## src/rtl/tdc_pkg.sv

```systemverilog
// Shared widths, FSM states and defaults for the multi-channel TDC time accumulator.
// Width helpers are constant functions so they can size ports and parameters.
package tdc_pkg;

   localparam int DEFAULT_SCALE = 50;

   typedef enum logic {
      IDLE,
      ACC
   } acc_state_e;

   function automatic int scale_w(input int scale);
      return $clog2(scale + 1);
   endfunction

   function automatic int term_w(input int int_w, input int frac_w, input int scale);
      int prodW;
      prodW = int_w + scale_w(scale);
      return ((prodW > frac_w) ? prodW : frac_w) + 1;
   endfunction

   function automatic int tree_st(input int n);
      return (n <= 1) ? 0 : $clog2(n);
   endfunction

   function automatic int sum_w(input int termW, input int n);
      return termW + tree_st(n);
   endfunction

   function automatic int out_w(input int sumW, input int accW);
      return sumW + accW;
   endfunction

   // Number of live operands at tree level k (level 0 is the input vector).
   function automatic int lvl_cnt(input int n, input int k);
      int c;
      c = n;
      for (int i = 0; i < k; i++) begin
         c = (c + 1) / 2;
      end
      return c;
   endfunction

endpackage

```

## src/rtl/tdc_add_tree.sv

```systemverilog
// Registered pairwise adder tree with a valid bit and a sideband word of equal latency.
// One register stage per tree level; a single input degenerates to a wire.
module tdc_add_tree
   import tdc_pkg::*;
#(
   parameter int N    = 8,
   parameter int IN_W = 18,
   parameter int SB_W = 16
) (
   input  logic                        clk,
   input  logic                        rst,
   input  logic                        vld_i,
   input  logic [SB_W-1:0]             sb_i,
   input  logic [IN_W-1:0]             data_i [N],
   output logic                        vld_o,
   output logic [SB_W-1:0]             sb_o,
   output logic [IN_W+tree_st(N)-1:0]  sum_o,
   output logic                        busy_o
);

   localparam int ST = tree_st(N);
   localparam int OW = IN_W + ST;

   generate
      if (ST == 0) begin : g_pass
         assign vld_o  = vld_i;
         assign sb_o   = sb_i;
         assign sum_o  = data_i[0];
         assign busy_o = 1'b0;
      end else begin : g_tree
         logic [OW-1:0]   lvl    [ST][N];
         logic [OW-1:0]   node_d [ST][N];
         logic [OW-1:0]   node_q [ST][N];
         logic [ST-1:0]   vld_q;
         logic [SB_W-1:0] sb_q   [ST];

         always_comb begin
            for (int j = 0; j < N; j++) begin
               lvl[0][j] = OW'(data_i[j]);
            end
            for (int k = 1; k < ST; k++) begin
               for (int j = 0; j < N; j++) begin
                  lvl[k][j] = node_q[k-1][j];
               end
            end
         end

         // An odd leftover operand is carried to the next level unchanged.
         always_comb begin
            for (int k = 0; k < ST; k++) begin
               for (int j = 0; j < N; j++) begin
                  int ia;
                  int ib;
                  ia = (2 * j < N) ? 2 * j : 0;
                  ib = (2 * j + 1 < N) ? 2 * j + 1 : 0;
                  node_d[k][j] = '0;
                  if (2 * j + 1 < lvl_cnt(N, k)) begin
                     node_d[k][j] = lvl[k][ia] + lvl[k][ib];
                  end else if (2 * j < lvl_cnt(N, k)) begin
                     node_d[k][j] = lvl[k][ia];
                  end
               end
            end
         end

         always_ff @(posedge clk or posedge rst) begin
            if (rst) begin
               vld_q <= '0;
               for (int k = 0; k < ST; k++) begin
                  sb_q[k] <= '0;
                  for (int j = 0; j < N; j++) begin
                     node_q[k][j] <= '0;
                  end
               end
            end else begin
               vld_q[0] <= vld_i;
               sb_q[0]  <= sb_i;
               for (int k = 1; k < ST; k++) begin
                  vld_q[k] <= vld_q[k-1];
                  sb_q[k]  <= sb_q[k-1];
               end
               for (int k = 0; k < ST; k++) begin
                  for (int j = 0; j < N; j++) begin
                     node_q[k][j] <= node_d[k][j];
                  end
               end
            end
         end

         assign vld_o  = vld_q[ST-1];
         assign sb_o   = sb_q[ST-1];
         assign sum_o  = node_q[ST-1][0];
         assign busy_o = |vld_q;
      end
   endgenerate

endmodule

```

## src/rtl/tdc_time_accum.sv

```systemverilog
// Multi-channel TDC time scaler: masks and scales each channel, sums them through an
// adder tree and optionally accumulates a block of events before emitting a result.
module tdc_time_accum
   import tdc_pkg::*;
#(
   parameter  int N_CH   = 8,
   parameter  int INT_W  = 11,
   parameter  int FRAC_W = 11,
   parameter  int SCALE  = DEFAULT_SCALE,
   parameter  int ACC_W  = 16,
   localparam int TERM_W = term_w(INT_W, FRAC_W, SCALE),
   localparam int SUM_W  = sum_w(TERM_W, N_CH),
   localparam int OUT_W  = out_w(SUM_W, ACC_W)
) (
   input  logic              clk,
   input  logic              rst,
   input  logic [INT_W-1:0]  int_data  [N_CH],
   input  logic [FRAC_W-1:0] frac_data [N_CH],
   input  logic [N_CH-1:0]   ch_mask,
   input  logic              start,
   input  logic [ACC_W-1:0]  acc_len,
   input  logic              acc_clear,
   output logic [OUT_W-1:0]  out_sum,
   output logic [ACC_W-1:0]  out_cnt,
   output logic              out_dval,
   output logic              busy
);

   logic [INT_W-1:0]  int0_q  [N_CH];
   logic [FRAC_W-1:0] frac0_q [N_CH];
   logic              vld0_q;
   logic [ACC_W-1:0]  len0_q;

   logic [TERM_W-1:0] term1_q [N_CH];
   logic              vld1_q;
   logic [ACC_W-1:0]  len1_q;

   logic              tree_vld;
   logic [ACC_W-1:0]  tree_len;
   logic [SUM_W-1:0]  tree_sum;
   logic              tree_busy;
   logic [OUT_W-1:0]  tree_ext;

   acc_state_e        state_q, state_d;
   logic [OUT_W-1:0]  acc_q, acc_d;
   logic [ACC_W-1:0]  cnt_q, cnt_d;
   logic [ACC_W-1:0]  len_q, len_d;
   logic [OUT_W-1:0]  sum_q, sum_d;
   logic [ACC_W-1:0]  ocnt_q, ocnt_d;
   logic              dval_q, dval_d;

   // Masked channels enter the pipeline as zero so they contribute nothing to the sum.
   always_ff @(posedge clk or posedge rst) begin
      if (rst) begin
         vld0_q <= 1'b0;
         len0_q <= '0;
         for (int i = 0; i < N_CH; i++) begin
            int0_q[i]  <= '0;
            frac0_q[i] <= '0;
         end
      end else begin
         vld0_q <= start;
         len0_q <= acc_len;
         for (int i = 0; i < N_CH; i++) begin
            int0_q[i]  <= ch_mask[i] ? int_data[i]  : '0;
            frac0_q[i] <= ch_mask[i] ? frac_data[i] : '0;
         end
      end
   end

   always_ff @(posedge clk or posedge rst) begin
      if (rst) begin
         vld1_q <= 1'b0;
         len1_q <= '0;
         for (int i = 0; i < N_CH; i++) begin
            term1_q[i] <= '0;
         end
      end else begin
         vld1_q <= vld0_q;
         len1_q <= len0_q;
         for (int i = 0; i < N_CH; i++) begin
            term1_q[i] <= TERM_W'(int0_q[i]) * TERM_W'(SCALE) + TERM_W'(frac0_q[i]);
         end
      end
   end

   tdc_add_tree #(
      .N    (N_CH),
      .IN_W (TERM_W),
      .SB_W (ACC_W)
   ) u_tree (
      .clk    (clk),
      .rst    (rst),
      .vld_i  (vld1_q),
      .sb_i   (len1_q),
      .data_i (term1_q),
      .vld_o  (tree_vld),
      .sb_o   (tree_len),
      .sum_o  (tree_sum),
      .busy_o (tree_busy)
   );

   assign tree_ext = OUT_W'(tree_sum);

   // acc_clear outranks a coincident tree result, which is dropped with the block.
   always_comb begin
      state_d = state_q;
      acc_d   = acc_q;
      cnt_d   = cnt_q;
      len_d   = len_q;
      sum_d   = sum_q;
      ocnt_d  = ocnt_q;
      dval_d  = 1'b0;
      if (acc_clear) begin
         state_d = IDLE;
         acc_d   = '0;
         cnt_d   = '0;
      end else if (tree_vld) begin
         case (state_q)
            IDLE: begin
               if (tree_len <= ACC_W'(1)) begin
                  sum_d  = tree_ext;
                  ocnt_d = ACC_W'(1);
                  dval_d = 1'b1;
               end else begin
                  acc_d   = tree_ext;
                  cnt_d   = ACC_W'(1);
                  len_d   = tree_len;
                  state_d = ACC;
               end
            end
            ACC: begin
               if (cnt_q + ACC_W'(1) == len_q) begin
                  sum_d   = acc_q + tree_ext;
                  ocnt_d  = len_q;
                  dval_d  = 1'b1;
                  acc_d   = '0;
                  cnt_d   = '0;
                  state_d = IDLE;
               end else begin
                  acc_d = acc_q + tree_ext;
                  cnt_d = cnt_q + ACC_W'(1);
               end
            end
            default: begin
               state_d = IDLE;
            end
         endcase
      end
   end

   always_ff @(posedge clk or posedge rst) begin
      if (rst) begin
         state_q <= IDLE;
         acc_q   <= '0;
         cnt_q   <= '0;
         len_q   <= '0;
         sum_q   <= '0;
         ocnt_q  <= '0;
         dval_q  <= 1'b0;
      end else begin
         state_q <= state_d;
         acc_q   <= acc_d;
         cnt_q   <= cnt_d;
         len_q   <= len_d;
         sum_q   <= sum_d;
         ocnt_q  <= ocnt_d;
         dval_q  <= dval_d;
      end
   end

   assign out_sum  = sum_q;
   assign out_cnt  = ocnt_q;
   assign out_dval = dval_q;
   assign busy     = (state_q == ACC) | vld0_q | vld1_q | tree_busy;

endmodule

```

## config.mk

```make
export PLATFORM = sky130hd
export DESIGN_NAME = tdc_time_accum
export DESIGN_NICKNAME = d
export VERILOG_FILES = /design/src/rtl/tdc_pkg.sv /design/src/rtl/tdc_add_tree.sv /design/src/rtl/tdc_time_accum.sv
export SDC_FILE = /design/constraint.sdc
export NUM_CORES = 2
export LEC_CHECK = 0
export CAP_MARGIN = 25
export CORE_MARGIN = 4
export CORE_UTILIZATION = 54
export DETAILED_ROUTE_END_ITERATION = 10
export PLACE_DENSITY = 0.74
export SYNTH_ARGS = -nofsm -noshare
export SYNTH_HDL_FRONTEND = slang
export SYNTH_SLANG_ARGS = --single-unit
```

## constraint.sdc

```tcl
create_clock -name clk -period 31.6 [get_ports clk]
set_input_delay 9.48 -clock clk [delete_from_list [all_inputs] [get_ports clk]]
set_output_delay 9.48 -clock clk [all_outputs]
set_load 0.005 [all_outputs]
```

-- After elaboration in Yosys (flattened, before gate mapping)
Index checks and enable logic that the tools add are counted.
- bitwise logic cells: 6
- magnitude comparators: 1
- mux-type cells: 42
- add/subtract/negate cells: 17
- equality and inequality tests: 4
- multipliers: 8
- reduce and logical (&&, ||, !) cells: 5
- operator list (operator ; number):
    37-bit 2-to-1 mux ; 6
    11-bit 2-to-1 mux ; 16
    37-bit case mux with 2 select lines ; 2
    17-bit by 11-bit adder with 18-bit output ; 8
    11-bit by 5-bit multiplier with 16-bit output, second input constant ; 8
    16-bit 2-to-1 mux ; 6
    18-bit by 18-bit adder with 19-bit output ; 4
    16-bit case mux with 2 select lines ; 2
    21-bit adder ; 3
    37-bit by 21-bit adder with 37-bit output ; 1
    16-bit by 1-bit adder with 16-bit output, second input constant ; 1
    16-bit == test ; 1
    16-bit by 1-bit <= comparator with 1-bit output, second input constant ; 1
    1-bit 2-to-1 mux ; 8
    4-bit AND reduction ; 2
    1-bit case mux with 2 select lines ; 2
    3-bit != test, second input constant ; 1
    1-bit inverter ; 3
    1-bit OR ; 3
    3-bit OR reduction ; 1
    2-bit by 1-bit != test with 1-bit output, second input constant ; 1
    2-bit != test, second input constant ; 1
    2-bit AND reduction ; 1
    2-bit nonzero test ; 1
- word-level logic and storage cells: 129
- output and inout bits: 55
- flip-flop bits (word level): 676

-- Depth between registers and ports, before layout
- word-level depth: 6
- mapped depth: 16
- depth with buffers taken out: 16

-- Cells and area by module
Synthesis repeated with hierarchy kept, for this count alone.
- cell total of the unflattened synthesis: 3852
- area total of the unflattened synthesis: 39975.8 µm²
- modules (own cells, without submodules) (module ; instances ; area each (µm²) ; cells an instance):
    tdc_time_accum ; 1 ; 29296.8 ; 2855
    tdc_add_tree ; 1 ; 10679.0 ; 997

-- Least setup slack after synthesis
No wires, ideal clock.
- path kind: input -> register
- start: in acc_clear
- end: reg len_q[10]
- stages: 5
- data required time: 31.475 ns
- arrival time: 10.745 ns
- setup slack: 20.730 ns
- buffers on the path: 2
- setup time: 0.125 ns
- cell sequence: nor2_1 -> and3_1 -> clkbuf_1 -> buf_1 -> mux2_2
- cells in the longest elaborated chain, start to end: 2
- RTL lines (item ; RTL line ; source):
    start: declaration ; tdc_time_accum.sv:22 ; input logic acc_clear,
    1-bit inverter (no source line) ; -- ;
    4-bit AND reduction (no source line) ; -- ;
    end signal: assignment ; tdc_time_accum.sv:165 ; len_q <= len_d;
    end: declaration ; tdc_time_accum.sv:47 ; logic [ACC_W-1:0] len_q, len_d;
No other way between the ends.
A chain may end at the register's enable or synchronous reset.

==> impl_metrics.tcl <==
set metrics [dict create \
    status "finished, final reports clean" \
    cpMaxStageDelayCell "buf_4" \
    clockBufferDepth 3 \
    io_buffers 258 \
    synth_seq_cells 666 \
    syn_to_final_growth_pct 15.9 \
    max_stage_delay_ps 780 \
    worst_pin_slew_ps 931 \
    cp-start-kind "input pin" \
    final_util 0.634 \
    synth.avg_cell_area_sq_um 10.3 \
    critical_path_arrival_ps 13540 \
    synth_flop_cell "dfrtp_1" \
    cp_common_cell "buf_4" \
    grt_setup_unrepaired "false" \
    gp_congestion 0.854 \
    final_hold_viol_count 0 \
    fin_nets 4873 \
    cts_resized 0 \
    h-tree-depth 3 \
    top_usage_layer "met2" \
    tns_ps 0 \
    die_x_um 278 \
    drt_pass1_iterations 5 \
    post-dp-hpwl_mm 58.7 \
    grt_usage 0.201 \
    post-synth-top-count-cell "dfrtp_1" \
    cts_sinks 666 \
    cts_setup_buffers 0 \
    p_leak_nw 22.4 \
    rows 98 \
    critical_path_buf_inv_count 7 \
    synthTopCellsByCount "dfrtp_1, ha_1, inv_1, nand2_1, xnor2_1" \
    clkTransAtPathRegs_ps 60 \
    fin_worst_skew_ps 34.7 \
    cap_violations 0 \
    total_power_w 0.00337 \
    die-area_sq_um 77000 \
    pin_count 259 \
    grt_pass1_wl_mm 129 \
    critical_path.top_delay_family "buffers and inverters" \
    grt_use_met1 0.274 \
    ys_warn_count 0 \
    hold_path.class "flip-flop to flip-flop" \
    grt_antenna_before_repair 2 \
    grt.overflow.total 0 \
    finalSetupViolations 0 \
    seq_area_frac_synth 0.425 \
    cts_made_buffers 74 \
    syn_inst 3797 \
    hold_buffers 0 \
    cp_cell_sequence "clkdlybuf4s50_1 > inv_8 > buf_4 > buf_4 > buf_16 > buf_4 > buf_4" \
    crit_type "input pin to async pin" \
    grt_use_met3 0.0259 \
    netlist_area_sq_um 39200 \
    post_drt_wl_per_cell_um 15.4 \
    vias_per_cell 5.34 \
    use_met2 0.338 \
    slew_headroom 0.377 \
    syn-num-nets 4595 \
    min_period_ps 12870 \
    hold_ws_ps 319 \
    drt_iter0_markers 1413 \
    p_per_area_nw_per_um2 74.1 \
    drv_slew 0 \
    ctsRootBufferMaster "clkbuf_16" \
    synthDistinctLibCells 83 \
    core_sq_um 71700 \
    fillers 5756 \
    peakVddDrop_mv 0.0495 \
    fin_crit_sh 0.407 \
    end_kind "async pin" \
    grt_max_degree 138 \
    ant_nets 0 \
    synth_area_leaders "dfrtp_1, ha_1, xnor2_1, inv_1, fa_1" \
    critPathRequiredTime_ps 32270 \
    cp_max_fo 137 \
    clock_latency_ps 640 \
    netlist.area_leader.share 0.425 \
    cts_tree "done" \
    yosys.area.top_type "dfrtp_1" \
    synth_edf_count 0 \
    postRouteWirelength_mm 78.1 \
    dr_total_vias 27200 \
    drc 0 \
    fmax_ghz 0.0777 \
    dieHeight_um 278 \
    grt_pass1_vias 26900 \
    postSynth.asyncResetShare 1.00 \
    drive_above_1_share 0.0455 \
    start_util 0.547 \
]
[worst register-to-register path, stage by stage (launching register included)]
cell and delay, ps:
dfrtp_1 420, ha_1 310, ha_1 310, fa_1 470, ha_1 340, a21oi_1 200
o21ai_0 140, a21oi_1 190, xnor2_1 140, ha_1 310, and4_1 220, a2111oi_0 750
nor3b_1 140, xnor2_1 180
[cells by family after synthesis]
kind of cell,synth area share
mux,0.00536
buf+inv,0.0447
xor+xnor,0.0721
compound gates,0.119
simple gates,0.132
flops,0.425
fa+ha+maj,0.202
[registers in the layout (all words and copies together) (netlist names), 21 cells and up]
register            flops
acc_q                  37
frac0_q                88
int0_q                 88
out_sum                37
term1_q               144
u_tree.g_tree.lvl     116
u_tree.g_tree.sb_q     32
u_tree.sum_o           21
[report_power, final]
| group | switching (W) | internal (W) |
|---|---|---|
| clock network | 0.000366 | 0.000535 |
| registers | 0.0000928 | 0.00103 |
| logic | 0.000738 | 0.000605 |
[final timing paths]
check | from | end | slack, ps | depth (start not counted)
min | u_tree.g_tree.sb_q[17] | u_tree.sb_o[1] | 320 | 0
min reg2reg | u_tree.g_tree.sb_q[17] | u_tree.sb_o[1] | 320 | 0
max in group clk | vld1_q | busy | 20300 | 3
max | rst | frac0_q[70] | 18730 | 7
max reg2reg | int0_q[57] | term1_q[106] | 27340 | 13
min in group asynchronous | rst | u_tree.g_tree.sb_q[37] | 9420 | 2
[area by class of cell]
| cell class | count | area (sq um) | area share |
|---|---|---|---|
| Multi-Input combinational cell | 2686 | 20800 | 0.458 |
| Sequential cell | 666 | 16700 | 0.367 |
| Timing Repair Buffer | 277 | 2770 | 0.0610 |
| Clock buffer | 100 | 2110 | 0.0464 |
| Inverter | 370 | 1400 | 0.0307 |
| Tap cell | 950 | 1190 | 0.0261 |
| Clock inverter | 34 | 499 | 0.0110 |
| Antenna cell | 1 | 2.50 | 0.0000550 |
[cell usage in the layout (no fill, tap or decap), drive strengths merged, types with 63 or more instances in the layout]
master / instances
dfrtp: 666
ha: 530
inv: 376
nand2: 268
clkdlybuf4s50: 258
xnor2: 219
nor2: 205
and2: 194
a21oi: 188
o21ai: 181
xor2: 104
clkbuf: 100
a21o: 88
nand3: 85
nor3: 70
fa: 64
nor2b: 63
[per-layer routing]
| metal | vias to the layer above | share of wire | routed length, um |
|---|---|---|---|
| met1 | 12900 | 0.46 | 36100 |
| met2 | 487 | 0.47 | 37000 |
| met4 | 2 | 0.028 | 2160 |
| met3 | 130 | 0.036 | 2780 |
| met5 | - | 0.00014 | 11 |
| li1 | 13600 | - | - |
[stage by stage]
step	instance area [sq um]	cells	worst slack [ps]
5_1_grt	45500	5083	18070
3_5_place_dp	42800	4946	17520
2_1_floorplan	39200	3797	3450
6_report	45500	5084	18730
3_3_place_gp	42800	4943	17600
4_1_cts	45400	5080	18150
No activity file was read; power rests on OpenSTA's default activity.
